$ cat config.mk
export PLATFORM = sky130hd
export DESIGN_NAME = ps2_key_decoder
export DESIGN_NICKNAME = d
export VERILOG_FILES = /design/src/rtl/ps2_pkg.sv /design/src/rtl/ps2_char_fifo.sv /design/src/rtl/ps2_key_decoder.sv
export SDC_FILE = /design/constraint.sdc
export NUM_CORES = 1
export LEC_CHECK = 0
export BUFFER_PORTS_ARGS = -buffer_cell sky130_fd_sc_hd__buf_2
export CAP_MARGIN = 10
export CORE_ASPECT_RATIO = 0.75
export CORE_MARGIN = 2
export CORE_UTILIZATION = 60
export CTS_CLUSTER_SIZE = 10
export DETAILED_ROUTE_END_ITERATION = 16
export PLACE_DENSITY = 0.8
export REMOVE_ABC_BUFFERS = 1
export SLEW_MARGIN = 25
export SYNTH_ARGS = -nofsm -noshare
export SYNTH_HDL_FRONTEND = slang
export SYNTH_HIERARCHICAL = 1
export SYNTH_SLANG_ARGS = --single-unit
$ cat constraint.sdc
create_clock -name inclock -period 7.3 [get_ports inclock]
set_clock_uncertainty 0.15 [all_clocks]
set_input_delay 0.365 -clock inclock [delete_from_list [all_inputs] [get_ports inclock]]
set_output_delay 0.365 -clock inclock [all_outputs]
set_load 0.05 [all_outputs]
$ cat src/rtl/ps2_pkg.sv
// ps2_pkg: definitions shared by the PS/2 key decoder and its FIFO.
//   - scan codes with special meaning (prefixes, shifts, whitespace keys)
//   - prefix FSM state type
//   - scan_to_ascii(): set-2 make code plus shift state to ASCII, with a valid bit
package ps2_pkg;

  localparam logic [7:0] SC_BREAK  = 8'hF0;
  localparam logic [7:0] SC_EXT    = 8'hE0;
  localparam logic [7:0] SC_LSHIFT = 8'h12;
  localparam logic [7:0] SC_RSHIFT = 8'h59;
  localparam logic [7:0] SC_SPACE  = 8'h29;
  localparam logic [7:0] SC_ENTER  = 8'h5A;
  localparam logic [7:0] SC_BKSP   = 8'h66;

  // Wide enough for a count of 16 entries, the largest supported depth.
  localparam int COUNT_W = 5;

  typedef enum logic [1:0] {
    IDLE    = 2'd0,
    BRK     = 2'd1,  // F0 seen
    EXT     = 2'd2,  // E0 seen
    EXT_BRK = 2'd3   // E0 F0 seen
  } prefix_state_e;

  typedef struct packed {
    logic       valid;
    logic [7:0] ascii;
  } map_result_t;

  // Letters honour shift; digits, space, enter and backspace ignore it.
  // Anything else, including the shift keys themselves, is reported invalid.
  function automatic map_result_t scan_to_ascii(input logic [7:0] code,
                                                input logic       shift);
    map_result_t r;
    logic [7:0]  lower;
    r.valid = 1'b1;
    r.ascii = 8'h00;
    case (code)
      8'h1C: lower = "a";
      8'h32: lower = "b";
      8'h21: lower = "c";
      8'h23: lower = "d";
      8'h24: lower = "e";
      8'h2B: lower = "f";
      8'h34: lower = "g";
      8'h33: lower = "h";
      8'h43: lower = "i";
      8'h3B: lower = "j";
      8'h42: lower = "k";
      8'h4B: lower = "l";
      8'h3A: lower = "m";
      8'h31: lower = "n";
      8'h44: lower = "o";
      8'h4D: lower = "p";
      8'h15: lower = "q";
      8'h2D: lower = "r";
      8'h1B: lower = "s";
      8'h2C: lower = "t";
      8'h3C: lower = "u";
      8'h2A: lower = "v";
      8'h1D: lower = "w";
      8'h22: lower = "x";
      8'h35: lower = "y";
      8'h1A: lower = "z";
      default: lower = 8'h00;
    endcase
    if (lower != 8'h00) begin
      // Upper case sits exactly 20h below lower case in ASCII.
      r.ascii = shift ? (lower - 8'h20) : lower;
    end else begin
      case (code)
        8'h45:     r.ascii = "0";
        8'h16:     r.ascii = "1";
        8'h1E:     r.ascii = "2";
        8'h26:     r.ascii = "3";
        8'h25:     r.ascii = "4";
        8'h2E:     r.ascii = "5";
        8'h36:     r.ascii = "6";
        8'h3D:     r.ascii = "7";
        8'h3E:     r.ascii = "8";
        8'h46:     r.ascii = "9";
        SC_SPACE:  r.ascii = 8'h20;
        SC_ENTER:  r.ascii = 8'h0D;
        SC_BKSP:   r.ascii = 8'h08;
        default:   r.valid = 1'b0;
      endcase
    end
    return r;
  endfunction

endpackage

$ cat src/rtl/ps2_char_fifo.sv
// ps2_char_fifo: synchronous FIFO of 8-bit characters.
// Ports:
//   inclock, resetn   clock, synchronous active-low reset
//   push, din         write request and data (ignored when full unless popping)
//   pop               read request (ignored when empty)
//   dout              head entry; 8'h00 when empty
//   count             occupied entries, 0..DEPTH
//   full, empty       occupancy flags
module ps2_char_fifo
  import ps2_pkg::*;
#(
  parameter int DEPTH = 4
) (
  input  logic               inclock,
  input  logic               resetn,
  input  logic               push,
  input  logic [7:0]         din,
  input  logic               pop,
  output logic [7:0]         dout,
  output logic [COUNT_W-1:0] count,
  output logic               full,
  output logic               empty
);

  localparam int PW = (DEPTH > 1) ? $clog2(DEPTH) : 1;

  logic [7:0]    mem [DEPTH];
  logic [PW-1:0] rd_ptr;
  logic [PW-1:0] wr_ptr;
  logic          do_push;
  logic          do_pop;

  assign full  = (count == COUNT_W'(DEPTH));
  assign empty = (count == '0);

  // A pop frees a slot on the same edge, so a full FIFO still accepts a
  // push when it is also being read.
  assign do_pop  = pop && !empty;
  assign do_push = push && (!full || do_pop);

  assign dout = empty ? 8'h00 : mem[rd_ptr];

  // NOTE: state registers use non-blocking assignments so every flop samples
  // the pre-edge values, independent of statement order.
  always_ff @(posedge inclock) begin
    if (!resetn) begin
      rd_ptr <= '0;
      wr_ptr <= '0;
      count  <= '0;
    end else begin
      // DEPTH is a power of two, so natural overflow of the pointer wraps it.
      if (do_push) wr_ptr <= wr_ptr + PW'(1);
      if (do_pop)  rd_ptr <= rd_ptr + PW'(1);
      case ({do_push, do_pop})
        2'b10:   count <= count + COUNT_W'(1);
        2'b01:   count <= count - COUNT_W'(1);
        default: count <= count;
      endcase
    end
  end

  // NOTE: the storage array has no reset; count gates every read, so stale
  // contents are never visible and the array can map onto plain RAM.
  always_ff @(posedge inclock) begin
    if (do_push) mem[wr_ptr] <= din;
  end

endmodule

$ cat src/rtl/ps2_key_decoder.sv
// ps2_key_decoder: turns a stream of PS/2 set-2 scan bytes into ASCII
// characters buffered in a small FIFO.
// Ports:
//   inclock, resetn        clock, synchronous active-low reset
//   byte_valid, byte_data  one-cycle strobe with a received scan byte
//   out_valid, out_ascii   FIFO head; out_ascii is 8'h00 when empty
//   out_ready              consumer takes the head when out_valid is high
//   fifo_count             occupied FIFO entries
//   shift_active           a Shift key is currently held
//   overflow               sticky: a character was dropped on a full FIFO
module ps2_key_decoder
  import ps2_pkg::*;
#(
  parameter int FIFO_DEPTH = 4
) (
  input  logic               inclock,
  input  logic               resetn,
  input  logic               byte_valid,
  input  logic [7:0]         byte_data,
  output logic               out_valid,
  output logic [7:0]         out_ascii,
  input  logic               out_ready,
  output logic [COUNT_W-1:0] fifo_count,
  output logic               shift_active,
  output logic               overflow
);

  prefix_state_e state;
  map_result_t   map;
  logic          push;
  logic          pop;
  logic          full;
  logic          empty;
  logic          is_shift;

  assign is_shift  = (byte_data == SC_LSHIFT) || (byte_data == SC_RSHIFT);
  assign out_valid = !empty;
  assign pop       = out_valid && out_ready;

  // Only a plain make in IDLE can produce a character; prefix bytes and
  // shift codes map as invalid, so they never push.
  // NOTE: every signal driven here gets a value on every path, so no latch
  // is inferred.
  always_comb begin
    map  = scan_to_ascii(byte_data, shift_active);
    push = byte_valid && (state == IDLE) && map.valid;
  end

  always_ff @(posedge inclock) begin
    if (!resetn) begin
      state        <= IDLE;
      shift_active <= 1'b0;
      overflow     <= 1'b0;
    end else begin
      if (push && full && !pop) overflow <= 1'b1;
      if (byte_valid) begin
        case (state)
          IDLE: begin
            if (byte_data == SC_BREAK)    state <= BRK;
            else if (byte_data == SC_EXT) state <= EXT;
            else if (is_shift)            shift_active <= 1'b1;
          end
          BRK: begin
            if (is_shift) shift_active <= 1'b0;
            state <= IDLE;
          end
          // Extended keys (arrows, right Ctrl/Alt, ...) are not decoded.
          EXT:     state <= (byte_data == SC_BREAK) ? EXT_BRK : IDLE;
          EXT_BRK: state <= IDLE;
          default: state <= IDLE;
        endcase
      end
    end
  end

  ps2_char_fifo #(
    .DEPTH (FIFO_DEPTH)
  ) u_fifo (
    .inclock (inclock),
    .resetn  (resetn),
    .push    (push),
    .din     (map.ascii),
    .pop     (pop),
    .dout    (out_ascii),
    .count   (fifo_count),
    .full    (full),
    .empty   (empty)
  );

endmodule

; ---- After elaboration in Yosys (flattened, before gate mapping)
; Memories as Yosys holds them, arrays and structs flattened. A register that Yosys moved wholly into a read port is not among the register bits.
; Index checks and enable logic that the tools add are counted.
[totals]
ram_bits = 32
reg_bits = 13
mem_count = 2
romBits = 896
out_inout_bits = 16
[classes]
add_sub_neg = 5
n_eq_ne = 28
n_reduce_logical = 21
n_mux = 21
[mem_list]
columns = name, depth, word_bits, rd, rd_clocked_by_memory_dff, write_ports, line
row1 = (name not given), 128, 7, 1, 0, 0, ps2_pkg.sv:38  ; case (code)
row2 = u_fifo.mem, 4, 8, 1, 1, 1, ps2_char_fifo.sv:27  ; logic [7:0] mem [DEPTH];
[op_table]
columns = op, count
row1 = case mux 6 bit (13 select lines), 1
row2 = "== test 8 x 6 -> 1 bit, second input constant", 7
row3 = "== test 8 x 7 -> 1 bit, second input constant", 5
row4 = two-way mux 8 bit, 4
row5 = "== test 8 x 5 -> 1 bit, second input constant", 3
row6 = "== test 8 bit, second input constant", 2
row7 = OR reduction 13 bit, 1
row8 = two-way mux 2 bit, 5
row9 = case mux 5 bit (2 select lines), 1
row10 = two-way mux 1 bit, 8
row11 = "inequality test 2 bit, second input constant", 4
row12 = nonzero test 8 bit, 1
row13 = "subtractor 8 x 6 -> 8 bit, second input constant", 1
row14 = logical AND 1 bit, 7
row15 = "== test 2 bit, second input constant", 3
row16 = case mux 2 bit (3 select lines), 1
row17 = AND reduction 6 bit, 1
row18 = "adder 5 x 1 -> 5 bit, second input constant", 1
row19 = "== test 5 x 3 -> 1 bit, second input constant", 1
row20 = logical NOT 5 bit, 1
row21 = "subtractor 5 x 1 -> 5 bit, second input constant", 1
row22 = "adder 2 x 1 -> 2 bit, second input constant", 2
row23 = "== test 2 x 1 -> 1 bit, second input constant", 2
row24 = nonzero test 2 bit, 2
row25 = other kinds (7), 10

; ---- Depth between registers and ports, before layout
[logic_depth]
ltp_word = 8
depth_mapped = 19
mapped_depth_nobuf = 17

; ---- Cells and area by module
; The synthesis kept the hierarchy.
[modules_own_cells]
columns = mod, seq_area_each_um2, area_per_inst_um2, n_inst, cells_each
row1 = ps2_char_fifo, 1181.1, 1973.1, 1, 135
row2 = ps2_key_decoder, 80.1, 1362.6, 1, 179

; ---- Least setup slack after synthesis
; Ideal clock, no wire load.
[synth_path]
path_kind = input to register
from = in byte_data[1]
to = reg u_fifo.count[2]
t_arrival_ns = 3.317
setup_ns = 0.121
slack_ns = 3.712
n_path_buf = 1
path_stages = 17
cell_sequence = inv_1 > ha_1 > buf_2 > mux2_4 > a211oi_1 > a311oi_1 > o21ai_1 > nand4_4 > a311oi_2 > nor3_2 > nor2b_1 > o21ai_4 > fa_1 > xor2_1 > a21oi_1 > a211oi_1 > nor3_1
[synth_between]
elab_chain_cells = 8
word_cells_on_any_way = 25
cone_classes = eq/ne (15) / mux (4) / reduce/logical (5) / memory (1)
[synth_lines]
columns = element, line
row1 = from (decl), ps2_key_decoder.sv:19  ; input logic [7:0] byte_data,
row2 = "memory (128 x 7 bit), or another cell as far along", n/a
row3 = two-way mux 8 bit / OR reduction 13 bit (equally long branches), n/a
row4 = nonzero test 8 bit / two-way mux 1 bit (equally long branches), "ps2_pkg.sv:67, ps2_pkg.sv:71"
row5 = two-way mux 1 bit (*), ps2_pkg.sv:67  ; if (lower != 8'h00) begin
row6 = logical AND 1 bit (*), ps2_key_decoder.sv:46  ; push = byte_valid && (state == IDLE) && map.valid;
row7 = named net push, ps2_key_decoder.sv:30  ; logic push;
row8 = logical AND 1 bit (*), ps2_char_fifo.sv:39  ; assign do_push = push && (!full || do_pop);
row9 = == test 2 x 1 -> 1 bit / == test 2 bit (equally long branches), ps2_char_fifo.sv:54  ; case ({do_push, do_pop})
row10 = case mux 5 bit (2 select lines) / nonzero test 2 bit (equally long branches), n/a
row11 = to (signal assigned), ps2_char_fifo.sv:55  ; 2'b10: count <= count + COUNT_W'(1);
row12 = to (signal assigned), ps2_char_fifo.sv:56  ; 2'b01: count <= count - COUNT_W'(1);
row13 = to (signal assigned), ps2_char_fifo.sv:57  ; default: count <= count;
row14 = to (decl), ps2_char_fifo.sv:20  ; output logic [COUNT_W-1:0] count,
; Mark *: on every way through the listed nets, which the timed path passes. The rest lies on a longest branch.
; A chain may end at the register's enable or synchronous reset.

; ---- Final worst setup path
; Same ends and word-level chain as after synthesis.

==> flow_metrics.tcl <==
set metrics [dict create \
    status "complete, no violations" \
    design.core.area_mm2 0.00535 \
    worst_setup_path_end_kind "register" \
    place_ws_ns 2.77 \
    p_leak_uw 0.00133 \
    met1_usage 0.346 \
    start_util 0.623 \
    path_class "input pin to register" \
    worst_slack_ns 2.99 \
    worstSetupStartpointType "input pin" \
    power_density_mw_per_mm2 224 \
    antenna_found_initial 0 \
    fin_total_pwr_uw 793 \
    hold_path_startpoint "byte_valid" \
    antennaDiodeCount 0 \
    clock.fmax_ghz 0.232 \
    p_switching_uw 298 \
    final_common_cell "edfxtp_1" \
    dp_cells 397 \
    stdcell_count 405 \
    p_clk_frac 0.234 \
    area_delta_synth_final_pct 6.34 \
    maxCapViolations 0 \
    vias_per_cell 6.37 \
    design.portCount 28 \
    cts_resized 0 \
    seq_area_frac_synth 0.378 \
    die_h_um 68.6 \
    grt_pass1_vias 2305 \
    hold_viol 0 \
    synth_edf_count 32 \
    drcViolationCount 0 \
    use_met3 0.0707 \
    slew_viol_final 0 \
    rr_endpoint "u_fifo/count[2]" \
    finalSetupViolations 0 \
    power_frac_seq 0.402 \
    tns_ns 0 \
    fin_crit_ns 4.31 \
    power_frac_comb 0.363 \
    drt-wirelength-per-cell_um 17.3 \
    place_congestion 0.945 \
    die-area_mm2 0.00618 \
    path_clk_slew_ns 0.08 \
    numPortBuffers 27 \
    firstDrtPassIters 5 \
    grt.busiest_layer "met2" \
    gr-usage-all-layers 0.238 \
    syn_area_mm2 0.00334 \
    rows 23 \
    synth_top_flop_cell "edfxtp_1" \
    grt_pass1_wl_mm 11.6 \
    cts_buffer_depth 2 \
    h-tree-depth 2 \
    synth_seq_cells 47 \
    swShare 0.375 \
    arrival_ns 4.34 \
    drtIter0Drc 402 \
    crit_required_ns 7.33 \
    finalWirelength_mm 6.99 \
    hold_end "state[0]" \
    clkLatencyLatePin_ns 0.29 \
    cts_sinks 47 \
    cts_tree "yes" \
    fin_nets 358 \
    rsz0062_at_grt "no" \
    grt_overflow 0 \
    yosysWarnings 6 \
    cts_hold_buf 0 \
    synth_area_per_cell_um2 10.6 \
    rrSetupSlack_ns 3.57 \
    whs_path_depth 3 \
    gr-usage-met2 0.352 \
    ff2ff_path_depth 11 \
    hpwlAfterDp_mm 5.06 \
    peakVddDrop_uv 164 \
    fp.dieW_um 90.1 \
    crit_fanout 15 \
    grt_max_degree 35 \
    p_int_uw 496 \
    period_share 0.590 \
    worstMarginPinSlew_ns 0.710 \
    synthCells 314 \
    max_slew_margin 0.525 \
    drive_above_1_share 0.194 \
    cts_root_buf "clkbuf_8" \
    hold_path.class "input pin to register" \
    drtAntennaViolNets 0 \
    vias 2580 \
    yosys.cell_types.count 77 \
    synthArstFlopShare 0 \
    layout_common_cells "edfxtp_1 (32), buf_2 (27), nand2_1 (20)" \
    r2r_start "u_fifo/count[4]" \
    cts_inserted_buffers 5 \
    cts_setup_buffers 0 \
]
-- cell families (layout without fill, tap and decap cells) --
logic type | Yosys count | after routing | synth area share
adder cells (fa/ha/maj) | 17 | 17 | 0.0660
flip-flops | 47 | 47 | 0.378
AND/OR/NAND/NOR | 109 | 109 | 0.189
XOR/XNOR | 6 | 6 | 0.0158
buffers and inverters | 35 | 51 | 0.0574
multiplexers | 21 | 21 | 0.0986
AO/OA/AOI/OAI | 79 | 79 | 0.195
-- routing by layer --
| metal | vias to the layer above | routed length, µm |
|---|---|---|
| met3 | 13 | 803 |
| met2 | 154 | 2960 |
| met1 | 1192 | 3150 |
| met4 | 0 | 79 |
| met5 | - | 0 |
| li1 | 1221 | - |
-- synthesized netlist by cell type (6+ instances only) --
| cell type | n | share of area |
|---|---|---|
| edfxtp_1 | 32 | 0.29 |
| nand2_1 | 20 | 0.023 |
| ha_1 | 16 | 0.060 |
| dfxtp_1 | 15 | 0.090 |
| nor2_1 | 15 | 0.017 |
| inv_1 | 13 | 0.015 |
| nor2b_1 | 11 | 0.021 |
| o21ai_0 | 11 | 0.017 |
| and2_1 | 10 | 0.019 |
| mux2i_1 | 10 | 0.030 |
| buf_2 | 9 | 0.014 |
| mux4_2 | 9 | 0.061 |
| nand2b_1 | 9 | 0.017 |
| nand3_1 | 9 | 0.014 |
| a211oi_1 | 8 | 0.018 |
| a21oi_1 | 6 | 0.0090 |
-- sequential cells by signal, summed over array words and instances (netlist names), named ones only --
register,flops
u_fifo/count,5
overflow,1
state,2
u_fifo/rd_ptr,2
u_fifo/wr_ptr,2
shift_active,1
u_fifo/mem,32
-- layout make-up --
cell class | count | area (µm²)
Multi-Input combinational cell | 232 | 1880
Fill cell | 434 | 1810
Sequential cell | 47 | 1260
Timing Repair Buffer | 27 | 135
Tap cell | 75 | 93.8
Clock buffer | 5 | 68.8
Inverter | 16 | 62.6
Clock inverter | 3 | 42.5
-- stage by stage --
step,utilization,hold slack (ns),area (µm²)
finish,0.663,0.211,3550
global route,0.663,0.211,3550
CTS,0.663,0.202,3550
detailed placement,0.642,0.297,3440
global placement,0.642,0.304,3440
floorplan,-,0.333,3210
-- critical path, cell delays in order --
cell and delay, ns:
buf_2 0.16, inv_1 0.17, ha_1 0.57, mux2i_1 0.14
a2111oi_0 0.63, a311oi_2 0.14, and3_4 0.25, nand4_4 0.13
a311oi_2 0.07, nor3_2 0.35, nor2b_1 0.13, o21ai_4 0.10
inv_4 0.09, ha_1 0.35, xor2_1 0.25, a21oi_1 0.10
a211oi_1 0.25, nor3_1 0.07
-- worst max path at each step --
| stage | start | to | depth (start not counted) |
|---|---|---|---|
| 6_report | byte_data[1] | u_fifo/count[2] | 18 |
| 5_1_grt | byte_data[1] | u_fifo/count[2] | 18 |
| 4_1_cts | byte_data[1] | u_fifo/count[2] | 18 |
| 3_5_place_dp | byte_data[1] | u_fifo/count[2] | 18 |
| 3_3_place_gp | byte_data[1] | u_fifo/count[2] | 18 |
| 2_1_floorplan | byte_data[1] | u_fifo/count[2] | 17 |
-- power groups by stage --
stage	combinational [µW]	clock (µW)	sequential, µW
2_1_floorplan	203	0	336
3_3_place_gp	283	0	325
3_5_place_dp	286	0	325
4_1_cts	287	191	319
5_1_grt	311	201	322
6_report	288	186	319
(Power assumes the default switching activity.)
